===== config.mk =====
export PLATFORM = sky130hd
export DESIGN_NAME = apb_req_arbiter
export DESIGN_NICKNAME = d
export VERILOG_FILES = /design/src/rtl/apb_req_arbiter.sv
export SDC_FILE = /design/constraint.sdc
export NUM_CORES = 1
export LEC_CHECK = 0
export ABC_AREA = 1
export CORE_MARGIN = 1
export CORE_UTILIZATION = 41
export DETAILED_ROUTE_END_ITERATION = 16
export PLACE_DENSITY = 0.95
export SYNTH_ARGS = -nofsm -noshare
export SYNTH_HDL_FRONTEND = slang
export SYNTH_SLANG_ARGS = --single-unit

===== constraint.sdc =====
create_clock -name pclk -period 5 [get_ports pclk]
set_input_delay 1.5 -clock pclk [delete_from_list [all_inputs] [get_ports pclk]]
set_output_delay 1.5 -clock pclk [all_outputs]
set_load 0.005 [all_outputs]

===== src/rtl/apb_req_arbiter.sv =====
// Round-robin arbiter sharing one apbmaster command port among NREQ requesters.
// Define ARB_FIXED_PRIO_EN for fixed lowest-index-wins priority instead.
module apb_req_arbiter #(
   parameter int NREQ      = 4,
   parameter int addrwidth = 16,
   parameter int datawidth = 16
) (
   input  logic                      pclk,
   input  logic                      preset,
   input  logic [NREQ-1:0]           req_valid,
   input  logic [NREQ-1:0]           req_write,
   input  logic [NREQ*addrwidth-1:0] req_addr,
   input  logic [NREQ*datawidth-1:0] req_wdata,
   output logic [NREQ-1:0]           req_grant,
   output logic [NREQ-1:0]           req_done,
   output logic [datawidth-1:0]      req_rdata,
   output logic                      m_start,
   output logic                      m_write,
   output logic [addrwidth-1:0]      m_addr,
   output logic [datawidth-1:0]      m_wdata,
   input  logic                      m_done,
   input  logic [datawidth-1:0]      m_rdata
);

   localparam int PW = (NREQ > 1) ? $clog2(NREQ) : 1;

   typedef enum logic [1:0] {
      IDLE,
      ISSUE,
      WAIT,
      RESP
   } state_t;

   state_t               state_q, state_d;
   logic [NREQ-1:0]      grant_q, grant_d;
   logic [NREQ-1:0]      done_q, done_d;
   logic [datawidth-1:0] rdata_q, rdata_d;
   logic                 write_q, write_d;
   logic [addrwidth-1:0] addr_q, addr_d;
   logic [datawidth-1:0] wdata_q, wdata_d;

   logic [PW-1:0]        pick;
   logic [NREQ-1:0]      pick_oh;
   logic                 sel_write;
   logic [addrwidth-1:0] sel_addr;
   logic [datawidth-1:0] sel_wdata;

`ifdef ARB_FIXED_PRIO_EN
   always_comb begin
      pick = '0;
      for (int i = NREQ - 1; i >= 0; i--) begin
         if (req_valid[i]) pick = PW'(i);
      end
   end
`else
   logic [PW-1:0] rr_ptr_q, rr_ptr_d;

   // Scan starts just past the last winner so every requester gets a turn.
   function automatic logic [PW-1:0] rr_pick(
      input logic [NREQ-1:0] v,
      input logic [PW-1:0]   ptr
   );
      logic [PW-1:0] r;
      logic [PW-1:0] idx;
      logic          found;
      r     = ptr;
      found = 1'b0;
      for (int k = 1; k <= NREQ; k++) begin
         idx = PW'((int'(ptr) + k) % NREQ);
         if (!found && v[idx]) begin
            found = 1'b1;
            r     = idx;
         end
      end
      return r;
   endfunction

   always_comb pick = rr_pick(req_valid, rr_ptr_q);
`endif

   always_comb begin
      pick_oh   = '0;
      sel_write = 1'b0;
      sel_addr  = '0;
      sel_wdata = '0;
      for (int i = 0; i < NREQ; i++) begin
         if (pick == PW'(i)) begin
            pick_oh[i] = 1'b1;
            sel_write  = req_write[i];
            sel_addr   = req_addr[i*addrwidth +: addrwidth];
            sel_wdata  = req_wdata[i*datawidth +: datawidth];
         end
      end
   end

   always_comb begin
      state_d = state_q;
      grant_d = grant_q;
      done_d  = '0;
      rdata_d = rdata_q;
      write_d = write_q;
      addr_d  = addr_q;
      wdata_d = wdata_q;
`ifndef ARB_FIXED_PRIO_EN
      rr_ptr_d = rr_ptr_q;
`endif
      unique case (state_q)
         IDLE: begin
            if (|req_valid) begin
               grant_d = pick_oh;
               write_d = sel_write;
               addr_d  = sel_addr;
               wdata_d = sel_wdata;
`ifndef ARB_FIXED_PRIO_EN
               rr_ptr_d = pick;
`endif
               state_d = ISSUE;
            end
         end
         ISSUE: state_d = WAIT;
         WAIT: begin
            if (m_done) begin
               rdata_d = m_rdata;
               done_d  = grant_q;
               state_d = RESP;
            end
         end
         RESP: begin
            grant_d = '0;
            state_d = IDLE;
         end
         default: state_d = IDLE;
      endcase
   end

   always_ff @(posedge pclk) begin
      if (preset) begin
         state_q <= IDLE;
         grant_q <= '0;
         done_q  <= '0;
         rdata_q <= '0;
         write_q <= 1'b0;
         addr_q  <= '0;
         wdata_q <= '0;
      end else begin
         state_q <= state_d;
         grant_q <= grant_d;
         done_q  <= done_d;
         rdata_q <= rdata_d;
         write_q <= write_d;
         addr_q  <= addr_d;
         wdata_q <= wdata_d;
      end
   end

`ifndef ARB_FIXED_PRIO_EN
   always_ff @(posedge pclk) begin
      if (preset) rr_ptr_q <= PW'(NREQ - 1);
      else        rr_ptr_q <= rr_ptr_d;
   end
`endif

   assign req_grant = grant_q;
   assign req_done  = done_q;
   assign req_rdata = rdata_q;
   assign m_start   = (state_q == ISSUE);
   assign m_write   = write_q;
   assign m_addr    = addr_q;
   assign m_wdata   = wdata_q;

endmodule


# Word-level counts from Yosys, hierarchy flattened
# Index checks and enable logic that the tools add are counted.
[word_totals]
regBits = 61
n_memories = 0
latch_bits = 0
ramBits = 0
mem_bits_ro = 0
[op_classes]
bitwise_logic = 2
div_mod_pow = 0
addsub = 4
multipliers = 0
shifts = 0
reduce_logical = 15
n_mux = 36
n_lt_le_gt_ge = 4
eq_ne = 8
[ops]
columns = ["op", "n"]
rows = [
  ["$mux W16", 8],
  ["$mux W1", 15],
  ["$lt A2 B3 Y1 const B", 4],
  ["$mux W2", 6],
  ["$bmux W1 S2", 4],
  ["$eq A2 B2 Y1 const B", 4],
  ["$pmux W2 S4", 1],
  ["$pmux W4 S2", 1],
  ["$reduce_and A2 Y1", 4],
  ["$add A2 B1 Y2 const B", 2],
  ["$add A2 B2 Y2 const B", 2],
  ["$eq A2 B1 Y1 const B", 2],
  ["$logic_not A2 Y1", 2],
  ["$mux W4", 1],
  ["$ne A2 B2 Y1 const B", 2],
  ["$reduce_or A4 Y1", 1],
  ["$logic_and A1 B1 Y1", 3],
  ["$logic_not A1 Y1", 3],
  ["$reduce_or A3 Y1", 1],
  ["$not A1 Y1", 2],
  ["$reduce_bool A2 Y1", 1],
]

# Longest topological paths before layout
[logic_depth]
ltp_word = 18
ltp_mapped = 18

# Worst setup path after synthesis
# Ideal clock, no wire load.
[synth_timing]
kind = "input port to flip-flop"
from = "in req_valid[2]"
to = "reg wdata_q[10] (netlist: m_wdata[10])"
t_required_ns = 4.861
path_slack_ns = 2.117
path_buffers = 1
cell_stages = 13
setup_ns = 0.139
arrival_ns = 2.744
cell_sequence = "nand2_1 > nand2_2 > nand2_2 > nand2_4 > nor2_4 > nand3_2 > nand2_8 > nand2_4 > buf_4 > o21ai_1 > inv_1 > nand2_1 > a21oi_2"
[synth_via]
elab_chain_cells = 17
elab_cells_between_ends = 31
cone_classes = "eq/ne: 3; mux: 19; reduce/logical: 9"
[synth_lines]
columns = ["element", "line", "source"]
rows = [
  ["from (decl)", "10", "input logic [NREQ-1:0] req_valid,"],
  ["$bmux W1 S2", "70", "if (!found && v[idx]) begin"],
  ["$mux W1 (implied by the code)", "70", ""],
  ["$mux W1", "70", ""],
  ["$logic_not A1 Y1", "70", ""],
  ["$logic_and A1 B1 Y1", "70", ""],
  ["$mux W1", "70", ""],
  ["$logic_not A1 Y1", "70", ""],
  ["$logic_and A1 B1 Y1", "70", ""],
  ["$mux W1", "70", ""],
  ["$logic_not A1 Y1", "70", ""],
  ["$logic_and A1 B1 Y1", "70", ""],
  ["$mux W2", "70", ""],
  ["$logic_not A2 Y1", "87", "if (pick == PW'(i)) begin"],
  ["$mux W16 (4 in series)", "87", ""],
  ["to (signal assigned)", "152", "wdata_q <= wdata_d;"],
  ["to (decl)", "40", "logic [datawidth-1:0] wdata_q, wdata_d;"],
]
# Parallel ways exist; a longest one is shown, timed or not. The select of a mux whose other input is x is not followed.
# A chain may end at the register's enable or synchronous reset.

# Worst setup path after layout
[layout_timing]
from = "in req_valid[2]"
to = "reg addr_q[6] (netlist: m_addr[6])"
[layout_via]
elab_chain_cells = 17
elab_cells_between_ends = 31
cone_classes = "eq/ne: 3; mux: 19; reduce/logical: 9"
[layout_lines]
columns = ["element", "line", "source"]
rows = [
  ["$bmux W1 S2", "70", ""],
  ["$mux W1 (implied by the code)", "70", ""],
  ["$mux W1", "70", ""],
  ["$logic_not A1 Y1", "70", ""],
  ["$logic_and A1 B1 Y1", "70", ""],
  ["$mux W1", "70", ""],
  ["$logic_not A1 Y1", "70", ""],
  ["$logic_and A1 B1 Y1", "70", ""],
  ["$mux W1", "70", ""],
  ["$logic_not A1 Y1", "70", ""],
  ["$logic_and A1 B1 Y1", "70", ""],
  ["$mux W2", "70", ""],
  ["$logic_not A2 Y1", "87", ""],
  ["$mux W16 (4 in series)", "87", ""],
  ["to (signal assigned)", "151", "addr_q <= addr_d;"],
  ["to (decl)", "39", "logic [addrwidth-1:0] addr_q, addr_d;"],
]
# Parallel ways exist; a longest one is shown, timed or not. The select of a mux whose other input is x is not followed.

==> impl_metrics.tcl <==
set metrics [dict create \
    status "finished, final reports clean" \
    cp_num_buf_inv 2 \
    yosysMostFrequentCell "nand2_1" \
    slowest_delay_ns 0.50 \
    route.met3.wl_um 985 \
    max_clock_freq_mhz 265 \
    ys_warn_count 0 \
    dieArea_um2 9200 \
    fin_ws_ns 1.23 \
    synth-compound-area-share_pct 19.2 \
    numPlacedInstances 852 \
    crit_cells 15 \
    synth_area_per_cell_um2 6.41 \
    highest_layer "met4" \
    ctsHoldBuffers 0 \
    n_fill_cell 663 \
    netlist_top_cells_count "170 x nand2_1, 61 x dfxtp_1, 56 x inv_1, 48 x nor2_1, 47 x o21ai_0" \
    num_vias 4462 \
    clockBufferDepth 2 \
    multi_input_area_um2 1970 \
    cts_resized 0 \
    viasPerCell 5.14 \
    syn_inst 564 \
    post-place-ws_ns 0.926 \
    dr.pass1.iters 5 \
    seqCellArea_um2 1220 \
    avgRoutedWirePerCell_um 14.6 \
    die_w_um 95.9 \
    cp-endpoint "m_addr[6]" \
    muxShareOfSynthArea_pct 0 \
    fin_skew_ns 0.00968 \
    synth_adder_area_share_pct 1.73 \
    synthXorXnorAreaFrac_pct 0 \
    report.final.setup_viol 0 \
    critPathTopFamily "simple AND/OR/NAND/NOR gates" \
    yosysSeqAreaShare_pct 33.8 \
    grt_antenna_before_repair 0 \
    die_h_um 95.9 \
    core_area_um2 8380 \
    startpoint "req_valid[2]" \
    gp_congestion 0.897 \
    ys_ff_latch 61 \
    startpoint_type "input pin" \
    nNetsFinal 918 \
    ant_nets 0 \
    cts_tree "built" \
    ys_top_cells_by_area "dfxtp_1 34%, nand2_1 18%, o21ai_0 6.5%" \
    worstSetupEndpointType "flip-flop" \
    hold_start "req_grant[0]" \
    r2r_end "m_wdata[0]" \
    hold_viol 0 \
    clock-sinks 61 \
    synth-async-reset-ratio_pct 0 \
    wl_met2_um 6590 \
    rsz0062_at_grt "false" \
    wl_um 12700 \
    row_count 33 \
    grt_max_degree 42 \
    setup.worst_path.class "input pin to flip-flop" \
    worst_slew_pin_slew_ns 1.04 \
    start_util_pct 43.2 \
    fin_crit_sh_pct 75.5 \
    arrival_ns 4.03 \
    post_cts_buffers 0 \
    place_area_um2 5690 \
    grt_overflow_total 0 \
    place_hpwl_um 9240 \
    drv_slew 0 \
    rr_startpoint "rr_ptr_q[0]" \
    hold_slack_ns 0.443 \
    yosys.area_share.simple_pct 33.6 \
    portBuffers 212 \
    crit_chain "clkdlybuf4s50_1 > nand2_1 > nand2_2 > nand2_2 > nand2_4 > nand2_1 > nand2_1 > nand2_2 > nand2_4 > inv_4 > nor2_8 > nand2_1 > nand3_1 > nand2_1 > a21oi_2" \
    peakVddDrop_v 0.000449 \
    r2r_slack_ns 2.25 \
    synth_top_area_share_pct 33.8 \
    synth_enable_flop_cells 0 \
    syn_area_um2 3620 \
    r2r.worst_path.cells 13 \
    gr-usage-all-layers_pct 27.4 \
    clk_latency_ns 0.34 \
    yosys.area.top_type "dfxtp_1" \
    drt_iter0_markers 134 \
    synth.net_count 724 \
    grt_pass1_wl_um 19400 \
    syn_to_final_growth_pct 63.4 \
    final_area_um2 5910 \
    synth_cell_types 28 \
    drive_gt1_share_pct 6.68 \
    numCtsBuffers 9 \
    ys.flop_type "dfxtp_1" \
    grt_pass1_vias 4255 \
    tns_ns 0 \
    required_ns 5.26 \
    power_density_nw_per_um2 623 \
    leakage_nw 2.49 \
    crit_top_cell "nand2_1" \
    maxCapViolCount 0 \
    drc_errors 0 \
    ios 213 \
    cp_max_fo 33 \
    cts.htree.levels 3 \
    finalNonFillerCells 868 \
    cts_root_buf "clkbuf_8" \
    crit_slowest_cell "clkdlybuf4s50_1" \
    synth_top_family_by_area "simple AND/OR/NAND/NOR gates" \
    wl_met1_um 4620 \
    diodes 0 \
    min_period_ns 3.77 \
    slew_headroom_pct 30.3 \
    hold_path_class "flip-flop to flip-flop" \
    clkSlewWorstSetupHoldPaths_ns 0.08 \
]
[routing by layer]
layer | global-route usage [%] | up-vias
li1 | - | 2189
met1 | 28.3 | 2005
met2 | 51.9 | 223
met3 | 6.00 | 45
met4 | 13.2 | 0
met5 | 0 | -
[registers in the layout (all words and copies together) (netlist names)]
name and flops:
rr_ptr_q 2, m_wdata 16, m_addr 16, state_q 2
req_done 4, req_grant 4, m_write 1, req_rdata 16
[metrics by stage]
stage	util, %	power (mW)
finish	70.5	3.68
global route	70.5	4.01
CTS	70.5	3.69
detailed placement	67.9	3.19
global placement	67.9	3.09
floorplan	-	2.53
[layout by cell type (no fill, tap or decap), types with 10 or more instances in the layout]
master	instances
dfxtp_1	61
clkdlybuf4s50_1	211
nand2_1	170
a21oi_1	39
o21ai_0	47
nor2_1	47
inv_1	56
o21ai_1	32
nand3_1	37
a21oi_2	10
[cell type report]
type	count	area share, %
Timing Repair Buffer	213	35.9
Multi-Input combinational cell	411	33.4
Sequential cell	61	20.7
Inverter	62	4.02
Tap cell	105	2.22
Clock buffer	9	2.10
Clock inverter	7	1.67
[worst register-to-register path, stage by stage, from the launching register on]
cell and delay [ns]:
dfxtp_1 0.54, inv_4 0.10, nand2_1 0.12, nand2_1 0.09, nand2_1 0.06, nand2_1 0.09, nor2_4 0.14, nand3_2 0.28
nand2_8 0.36, nand2_4 0.34, o21ai_0 0.29, inv_1 0.07, nand2_1 0.07, a21oi_1 0.05
[worst min-delay path by stage]
stage,end,slack [ns],cells after the start
3_3_place_gp,req_done[2],0.44,2
5_1_grt,req_done[0],0.48,2
4_1_cts,req_done[0],0.44,2
2_1_floorplan,req_done[0],0.44,2
6_report,req_done[0],0.44,2
3_5_place_dp,req_done[0],0.43,2
[logic make-up after synthesis]
group / after synthesis
buffers and inverters: 92
AOI/OAI and AO/OA: 130
adders and majority gates: 5
DFF: 61
and+or+nand+nor: 276
[power breakdown]
group | internal [mW] | switching, mW | leakage (nW)
clock | 0.283 | 0.206 | 0.110
sequential | 0.629 | 0.0900 | 0.501
combinational | 0.925 | 1.55 | 1.88
total | 1.84 | 1.84 | 2.49
(Power assumes the default switching activity.)
